**src/rtl/imem_loader_pkg.sv**
```systemverilog
// rtl/imem_loader_pkg.sv - shared state encoding and header constants for imem_loader
package imem_loader_pkg;

  typedef enum logic [2:0] {
    IDLE,
    HDR_LO,
    HDR_HI,
    DATA,
    CHK,
    FINISH
  } imem_ld_state_t;

  localparam int LDR_HDR_BYTES = 2;

endpackage

```
**src/rtl/imem_loader.sv**
```systemverilog
// rtl/imem_loader.sv - length-prefixed byte stream to instruction RAM word writer
// Optional trailing XOR checksum byte: define IMEM_LOADER_CHECKSUM_EN.
module imem_loader
  import imem_loader_pkg::*;
#(
  parameter int WIDTH = 32,
  parameter int DEPTH = 8
) (
  input  logic             clk,
  input  logic             reset,
  input  logic             start,
  input  logic [7:0]       in_data,
  input  logic             in_valid,
  output logic             in_ready,
  output logic             wr_en,
  output logic [DEPTH-1:0] wr_addr,
  output logic [WIDTH-1:0] wr_data,
  output logic             busy,
  output logic             done,
  output logic             err
);

  localparam int BPW = WIDTH / 8;
  localparam int BW  = (BPW > 1) ? $clog2(BPW) : 1;
  localparam logic [BW-1:0] LAST_BYTE = BW'(BPW - 1);

  imem_ld_state_t   state;
  logic [15:0]      count;
  logic [BW-1:0]    byte_cnt;
  logic [DEPTH:0]   index;
  logic [WIDTH-1:0] word;
`ifdef IMEM_LOADER_CHECKSUM_EN
  logic [7:0]       csum;
`endif

  logic             accept;
  logic [WIDTH-1:0] next_word;
  logic [DEPTH:0]   index_next;
  logic [31:0]      hdr_n;

  assign in_ready   = state inside {HDR_LO, HDR_HI, DATA, CHK};
  assign busy       = (state != IDLE);
  assign accept     = in_valid && in_ready;
  // Little-endian assembly: newest byte enters at the top, so the first byte lands in [7:0].
  assign next_word  = (word >> 8) | (WIDTH'(in_data) << (WIDTH - 8));
  assign index_next = index + 1'b1;
  assign hdr_n      = 32'({in_data, count[7:0]});

  always_ff @(posedge clk) begin
    if (reset) begin
      state    <= IDLE;
      count    <= '0;
      byte_cnt <= '0;
      index    <= '0;
      word     <= '0;
      wr_en    <= 1'b0;
      wr_addr  <= '0;
      wr_data  <= '0;
      done     <= 1'b0;
      err      <= 1'b0;
`ifdef IMEM_LOADER_CHECKSUM_EN
      csum     <= '0;
`endif
    end else begin
      wr_en <= 1'b0;
      case (state)
        IDLE: begin
          if (start) begin
            done     <= 1'b0;
            err      <= 1'b0;
            byte_cnt <= '0;
            index    <= '0;
            word     <= '0;
`ifdef IMEM_LOADER_CHECKSUM_EN
            csum     <= '0;
`endif
            state    <= HDR_LO;
          end
        end
        HDR_LO: begin
          if (accept) begin
            count[7:0] <= in_data;
            state      <= HDR_HI;
          end
        end
        HDR_HI: begin
          if (accept) begin
            count[15:8] <= in_data;
            if (hdr_n > (32'd1 << DEPTH)) begin
              err   <= 1'b1;
              state <= IDLE;
            end else if (hdr_n == 32'd0) begin
`ifdef IMEM_LOADER_CHECKSUM_EN
              state <= CHK;
`else
              state <= FINISH;
`endif
            end else begin
              state <= DATA;
            end
          end
        end
        DATA: begin
          if (accept) begin
            word <= next_word;
`ifdef IMEM_LOADER_CHECKSUM_EN
            csum <= csum ^ in_data;
`endif
            if (byte_cnt == LAST_BYTE) begin
              byte_cnt <= '0;
              wr_en    <= 1'b1;
              wr_data  <= next_word;
              wr_addr  <= index[DEPTH-1:0];
              index    <= index_next;
              if (32'(index_next) == 32'(count)) begin
`ifdef IMEM_LOADER_CHECKSUM_EN
                state <= CHK;
`else
                state <= FINISH;
`endif
              end
            end else begin
              byte_cnt <= byte_cnt + 1'b1;
            end
          end
        end
`ifdef IMEM_LOADER_CHECKSUM_EN
        CHK: begin
          if (accept) begin
            if (in_data == csum) begin
              state <= FINISH;
            end else begin
              err   <= 1'b1;
              state <= IDLE;
            end
          end
        end
`endif
        FINISH: begin
          done  <= 1'b1;
          state <= IDLE;
        end
        default: state <= IDLE;
      endcase
    end
  end

endmodule

```
**config.mk**
```make
export PLATFORM = sky130hd
export DESIGN_NAME = imem_loader
export DESIGN_NICKNAME = d
export VERILOG_FILES = /design/src/rtl/imem_loader_pkg.sv /design/src/rtl/imem_loader.sv
export SDC_FILE = /design/constraint.sdc
export NUM_CORES = 1
export LEC_CHECK = 0
export CORE_ASPECT_RATIO = 1.4
export CORE_MARGIN = 8
export CORE_UTILIZATION = 46
export DETAILED_ROUTE_END_ITERATION = 7
export HOLD_SLACK_MARGIN = 0.1
export PLACE_DENSITY = 0.72
export SLEW_MARGIN = 25
export SYNTH_ARGS = -nofsm -noshare
export SYNTH_HDL_FRONTEND = slang
export SYNTH_SLANG_ARGS = --single-unit
```
**constraint.sdc**
```tcl
create_clock -name clk -period 1.8 [get_ports clk]
set_input_delay 0.18 -clock clk [delete_from_list [all_inputs] [get_ports clk]]
set_output_delay 0.18 -clock clk [all_outputs]
set_load 0.03 [all_outputs]
```
==> results of run 1 <==
-- per-layer routing --
layer | vias to the layer above | wire length (µm) | track usage
li1 | 1892 | - | -
met1 | 1756 | 4390 | 0.203
met2 | 112 | 5150 | 0.288
met3 | 14 | 586 | 0.0360
met4 | 0 | 129 | 0.0692
met5 | - | 0 | 0
-- cells by family (layout without fill, tap and decap cells) --
logic type	count (synthesis)	count (layout)	share of synthesized area
AOI/OAI and AO/OA	114	114	0.159
xor gates and xnor gates	14	14	0.0306
adders and majority gates	2	2	0.00624
buffers and inverters	43	127	0.0493
and+or+nand+nor	244	244	0.270
DFF	97	97	0.484
-- power by group --
part	switching, W	total, W	internal (W)
clock	0.000831	0.00193	0.00110
combinational	0.000249	0.000411	0.000162
sequential	0.0000262	0.00219	0.00216
-- state kept, by name (all words and copies together) (netlist names) --
register / flops
word: 24
state: 3
err: 1
wr_en: 1
byte_cnt: 2
wr_addr: 8
index: 9
wr_data: 32
done: 1
count: 16
-- cell usage after synthesis (2+ instances only) --
cell type,n
o21ai_0,3
nand4_1,4
nand3_1,26
and3_1,7
nor4_1,6
buf_1,2
clkbuf_1,21
buf_4,3
or4_1,2
xor2_1,6
a21oi_1,92
a221oi_1,2
inv_1,2
xnor2_1,8
nor3_1,8
and2_1,5
buf_2,13
a211oi_1,3
a22oi_1,3
dfxtp_1,97
nand2_1,149
nor2_1,26
ha_1,2
-- layout by cell type (no fill, tap or decap), drive strengths merged, types with 2 or more instances in the layout --
master / instances
a221oi: 2
nor4: 7
o21ai: 3
nor3: 8
nor2: 27
clkinvlp: 2
and3: 7
buf: 54
nand4: 4
and2: 6
xor2: 6
dfxtp: 97
clkbuf: 10
a22oi: 3
nand3: 27
xnor2: 8
nand2: 149
ha: 2
dlygate4sd2: 2
inv: 5
a21boi: 2
a211oi: 4
clkdlybuf4s50: 53
a21oi: 93
or4: 3
-- layout make-up --
class / count / area (µm²)
fillers: 741 / 3140
multi-input cells: 374 / 1970
flip-flops and latches: 97 / 1960
repair buffers: 109 / 1000
clock buffers: 10 / 229
well taps: 105 / 131
clock inverters: 6 / 73.8
inverters: 2 / 7.51
-- through the flow --
step	cell area, µm²	hold WS [ns]	std cells	util
after floorplan	4040	0.316	514	-
after global placement	4980	0.439	687	0.586
after detailed placement	4980	0.447	687	0.586
after CTS	5310	0.288	703	0.624
after global routing	5370	0.331	703	0.631
final	5370	0.298	703	0.631
-- how the worst max path moves through the flow --
stage	endpoint	slack, ns	cells past startpoint
after floorplan	state[1]	-0.03	8
final	state[1]	-0.06	6
after detailed placement	state[1]	-0.30	6
after CTS	state[1]	-0.1	8
after global placement	state[1]	-0.17	6
after global routing	state[1]	-0.14	6
-- timing repair --
action / in CTS / in global routing
setup endpoints to repair: 4 / 33
pin swaps: 3 / 7
resized for setup: 8 / 16
==> results.cfg, run 1 <==
[synthesis]
synth.distinct_cells = 47
syn-num-nets = 528
yosysSeqAreaShare = 0.484
synth_top_flop_cell = dfxtp_1
netlist_area_um2 = 4010
synth_edf_count = 0
synthCells = 514
syn_avg_cell_area_um2 = 7.80
async_flop_share = 0
synth_seq_cells = 97
synth_area_leader_cell = dfxtp_1
yosys_warnings = 0
post-synth-top-area-fraction = 0.484
yosys-top-cells-area = dfxtp_1 48%, nand2_1 14%, a21oi_1 11%, nand3_1 3.2%, nor2_1 2.4%

[global_routing]
grt_max_degree = 35
grt_pass1_vias = 3644
grt_antenna_before_repair = 0
grt_pass1_wl_um = 16700
globalRouteTotalUtil = 0.171
grt_overflow = 0

[placement]
place_congestion = 0.878
place_hpwl_um = 7470
port_buffers = 56
post-place-ws_ns = -0.304

[critical_path]
startpoint_type = flip-flop
max_stage_delay_ns = 0.55
rrSetupSlack_ns = -0.06
reg2reg_to = state[1]
path_cells = and2_4 -> nand3_4 -> xnor2_2 -> or4_4 -> o31ai_4 -> a221oi_2
crit_slowest_cell = or4_4
cp_top_family = simple AND/OR/NAND/NOR gates
cp_data_arrival_time_ns = 2.06
end_kind = flip-flop
crit_start = index[1]
crit_required_ns = 2.00
ff2ff_path_depth = 6
crit_type = reg -> reg
crit_buf_inv = 0
reg2reg_from = index[1]
crit_fanout = 4

[die]
io_pins = 57
die_h_um = 126
die_w_um = 94.9
dieArea_um2 = 12000
core_area_um2 = 8510
start_util = 0.471
rows = 40

[detailed_routing]
first_pass_iters = 4
vias_per_cell = 5.37
wl_um = 10200
num_vias = 3774
drc = 0
drtIter0Drc = 249
wire_per_inst_um = 14.6
antenna_left = 0

[clock_tree]
cts.sinks = 97
clk_path_buf_depth = 2
root_buffer = clkbuf_16
clock_latency_ns = 0.34
hold_buffers = 0
cts_tree = done
numCtsBuffers = 9
clk_pin_slew_worst_paths_ns = 0.06
cts_setup_buffers = 0
htree_levels = 3

[status]
status = finished with violations
violations = setup timing

[timing]
rsz0062_at_grt = yes
fin_tns_setup_ns = -0.0951
setup_ws_ns = -0.0590
layout_min_cycle_time_ns = 1.86
hold_viol_final = 0
max-slew-margin-rel = 0.657
fin_worst_skew_ns = 0.00799
fmaxAchievable_mhz = 538
worstMarginPinSlew_ns = 0.515
fin_crit_sh = 1.03
finalSetupViolCount = 2
drv_slew = 0

[flow_run]
maxCapViolations = 0

[hold_path]
hold_class = in -> reg
hold_path_depth = 2
whs_endpoint = index[0]
hold_start = reset

[power]
p_per_area_nw_per_um2 = 843
peakVddDrop_uv = 565
leakage_nw = 1.90
power.total_w = 0.00453

[finish]
drive_above_1_share = 0.162
area_growth_pct = 34.0
final_nets = 607
num_antenna_cells = 0
No activity file was read; power rests on OpenSTA's default activity.
==> run 2: changes to the inputs <==
- CTS_CLUSTER_SIZE: default -> 20
- REMOVE_ABC_BUFFERS: default -> 1
==> results.cfg, run 2 (synthesized netlist as in run 1, its figures left out) <==
[status]
status = finished with violations
violations = setup timing

[critical_path]
end_kind = flip-flop
crit_type = reg -> reg
crit_fanout = 6
startpoint_type = flip-flop
cp_data_arrival_time_ns = 2.02
crit_required_ns = 2.00

[timing]
finalSetupViolCount = 2
hold_viol_final = 0
max-slew-margin-rel = 0.701
layout_min_cycle_time_ns = 1.82
rsz0062_at_grt = yes
drv_slew = 0
fmaxAchievable_mhz = 550
fin_tns_setup_ns = -0.0274
fin_worst_skew_ns = 0.00620
worstMarginPinSlew_ns = 0.449
setup_ws_ns = -0.0181
fin_crit_sh = 1.01

[detailed_routing]
drtIter0Drc = 179
antenna_left = 0
wire_per_inst_um = 14.8
vias_per_cell = 5.43
drc = 0
wl_um = 10300
first_pass_iters = 4
num_vias = 3788

[placement]
place_hpwl_um = 7210
port_buffers = 56
post-place-ws_ns = -0.293
placedCellCount = 680
place_congestion = 0.846

[die]
io_pins = 57
start_util = 0.471
die_w_um = 94.9
rows = 40
dieArea_um2 = 12000
die_h_um = 126
core_area_um2 = 8510

[global_routing]
grt_pass1_wl_um = 16900
met3_usage = 0.0342
use_met2 = 0.301
grt_overflow = 0
grt_max_degree = 35
grtUsageMet1 = 0.191
grt_antenna_before_repair = 0
globalRouteTotalUtil = 0.175
busiest_layer = met2
grt_pass1_vias = 3587

[finish]
area_growth_pct = 34.3
final_nets = 603
largest_register_ffs = 32
fillerInstances = 755
largestRegisters = wr_data (32), word (24), count (16)
top_register = wr_data
drive_above_1_share = 0.174
instances_no_fill = 698
utilization = 0.633
layout_commonest_cell = nand2_1
mostFrequentLayoutCells = 149 x nand2_1, 91 x a21oi_1, 87 x dfxtp_1
num_antenna_cells = 0

[clock_tree]
clock_latency_ns = 0.34
clk_pin_slew_worst_paths_ns = 0.06
hold_buffers = 0
root_buffer = clkbuf_16
clk_path_buf_depth = 2
cts.sinks = 97
htree_levels = 3
cts_tree = done
numCtsBuffers = 9

[power]
power.total_w = 0.00447
leakage_nw = 1.89
p_per_area_nw_per_um2 = 830
peakVddDrop_uv = 655

[flow_run]
maxCapViolations = 0

[hold_path]
hold_class = in -> reg
==> run 2: changes by cell type in the layout (fill, tap and decap cells not counted), sizes merged <==
cell and change:
buf -4, clkinv +2, inv -2, clkinvlp -1
==> run 2: worst paths after layout <==
check,start,to,slack (ns),cells past startpoint
max,index[0],state[1],-0.02,7
min,reset,wr_en,0.27,2
max reg2reg,index[0],state[1],-0.02,7
min reg2reg,wr_data[1],wr_data[1],0.45,2
==> run 2: what timing repair did <==
action                                 CTS  global route
setup endpoints to repair                4            12
resized for setup                       20            18
buffers inserted                         1             2
endpoints found under the hold margin    0             0
pin swaps                                7             5
==> run 2: final cells by class <==
| class | instances | area [µm²] | area share |
|---|---|---|---|
| clock buffer | 10 | 229 | 0.0425 |
| clock inverter | 5 | 56.3 | 0.0105 |
| inverter | 2 | 7.51 | 0.00139 |
| multi-input combinational | 374 | 2020 | 0.375 |
| sequential | 97 | 1960 | 0.363 |
| tap | 105 | 131 | 0.0244 |
| timing repair buffer | 105 | 987 | 0.183 |
==> run 2: metal layers <==
layer | vias to the layer above | part of all wire
met1 | 1792 | 0.39
met3 | 29 | 0.053
li1 | 1874 | -
met5 | - | 0
met2 | 93 | 0.52
met4 | 0 | 0.039
==> run 2: report_power, final <==
group          leakage [nW]  total [W]  switching (W)  internal, W
sequential            0.787    0.00220      0.0000275      0.00217
clock                 0.139    0.00186       0.000791      0.00107
combinational         0.961   0.000416       0.000254     0.000163
total                  1.89    0.00447        0.00107      0.00340
==> run 2: critical path, stage by stage (launching register included) <==
cell and delay (ns):
dfxtp_4 0.36, buf_6 0.13, buf_4 0.13, xor2_1 0.14, nand4_1 0.11, or4_4 0.51, o31ai_4 0.23, a221oi_2 0.08
==> run 2: through the flow <==
step                cell area (µm²)  hold slack, ns
floorplan                      3820           0.249
global placement               4920           0.439
detailed placement             4920           0.445
CTS                            5290           0.272
global route                   5390           0.292
finish                         5390           0.268
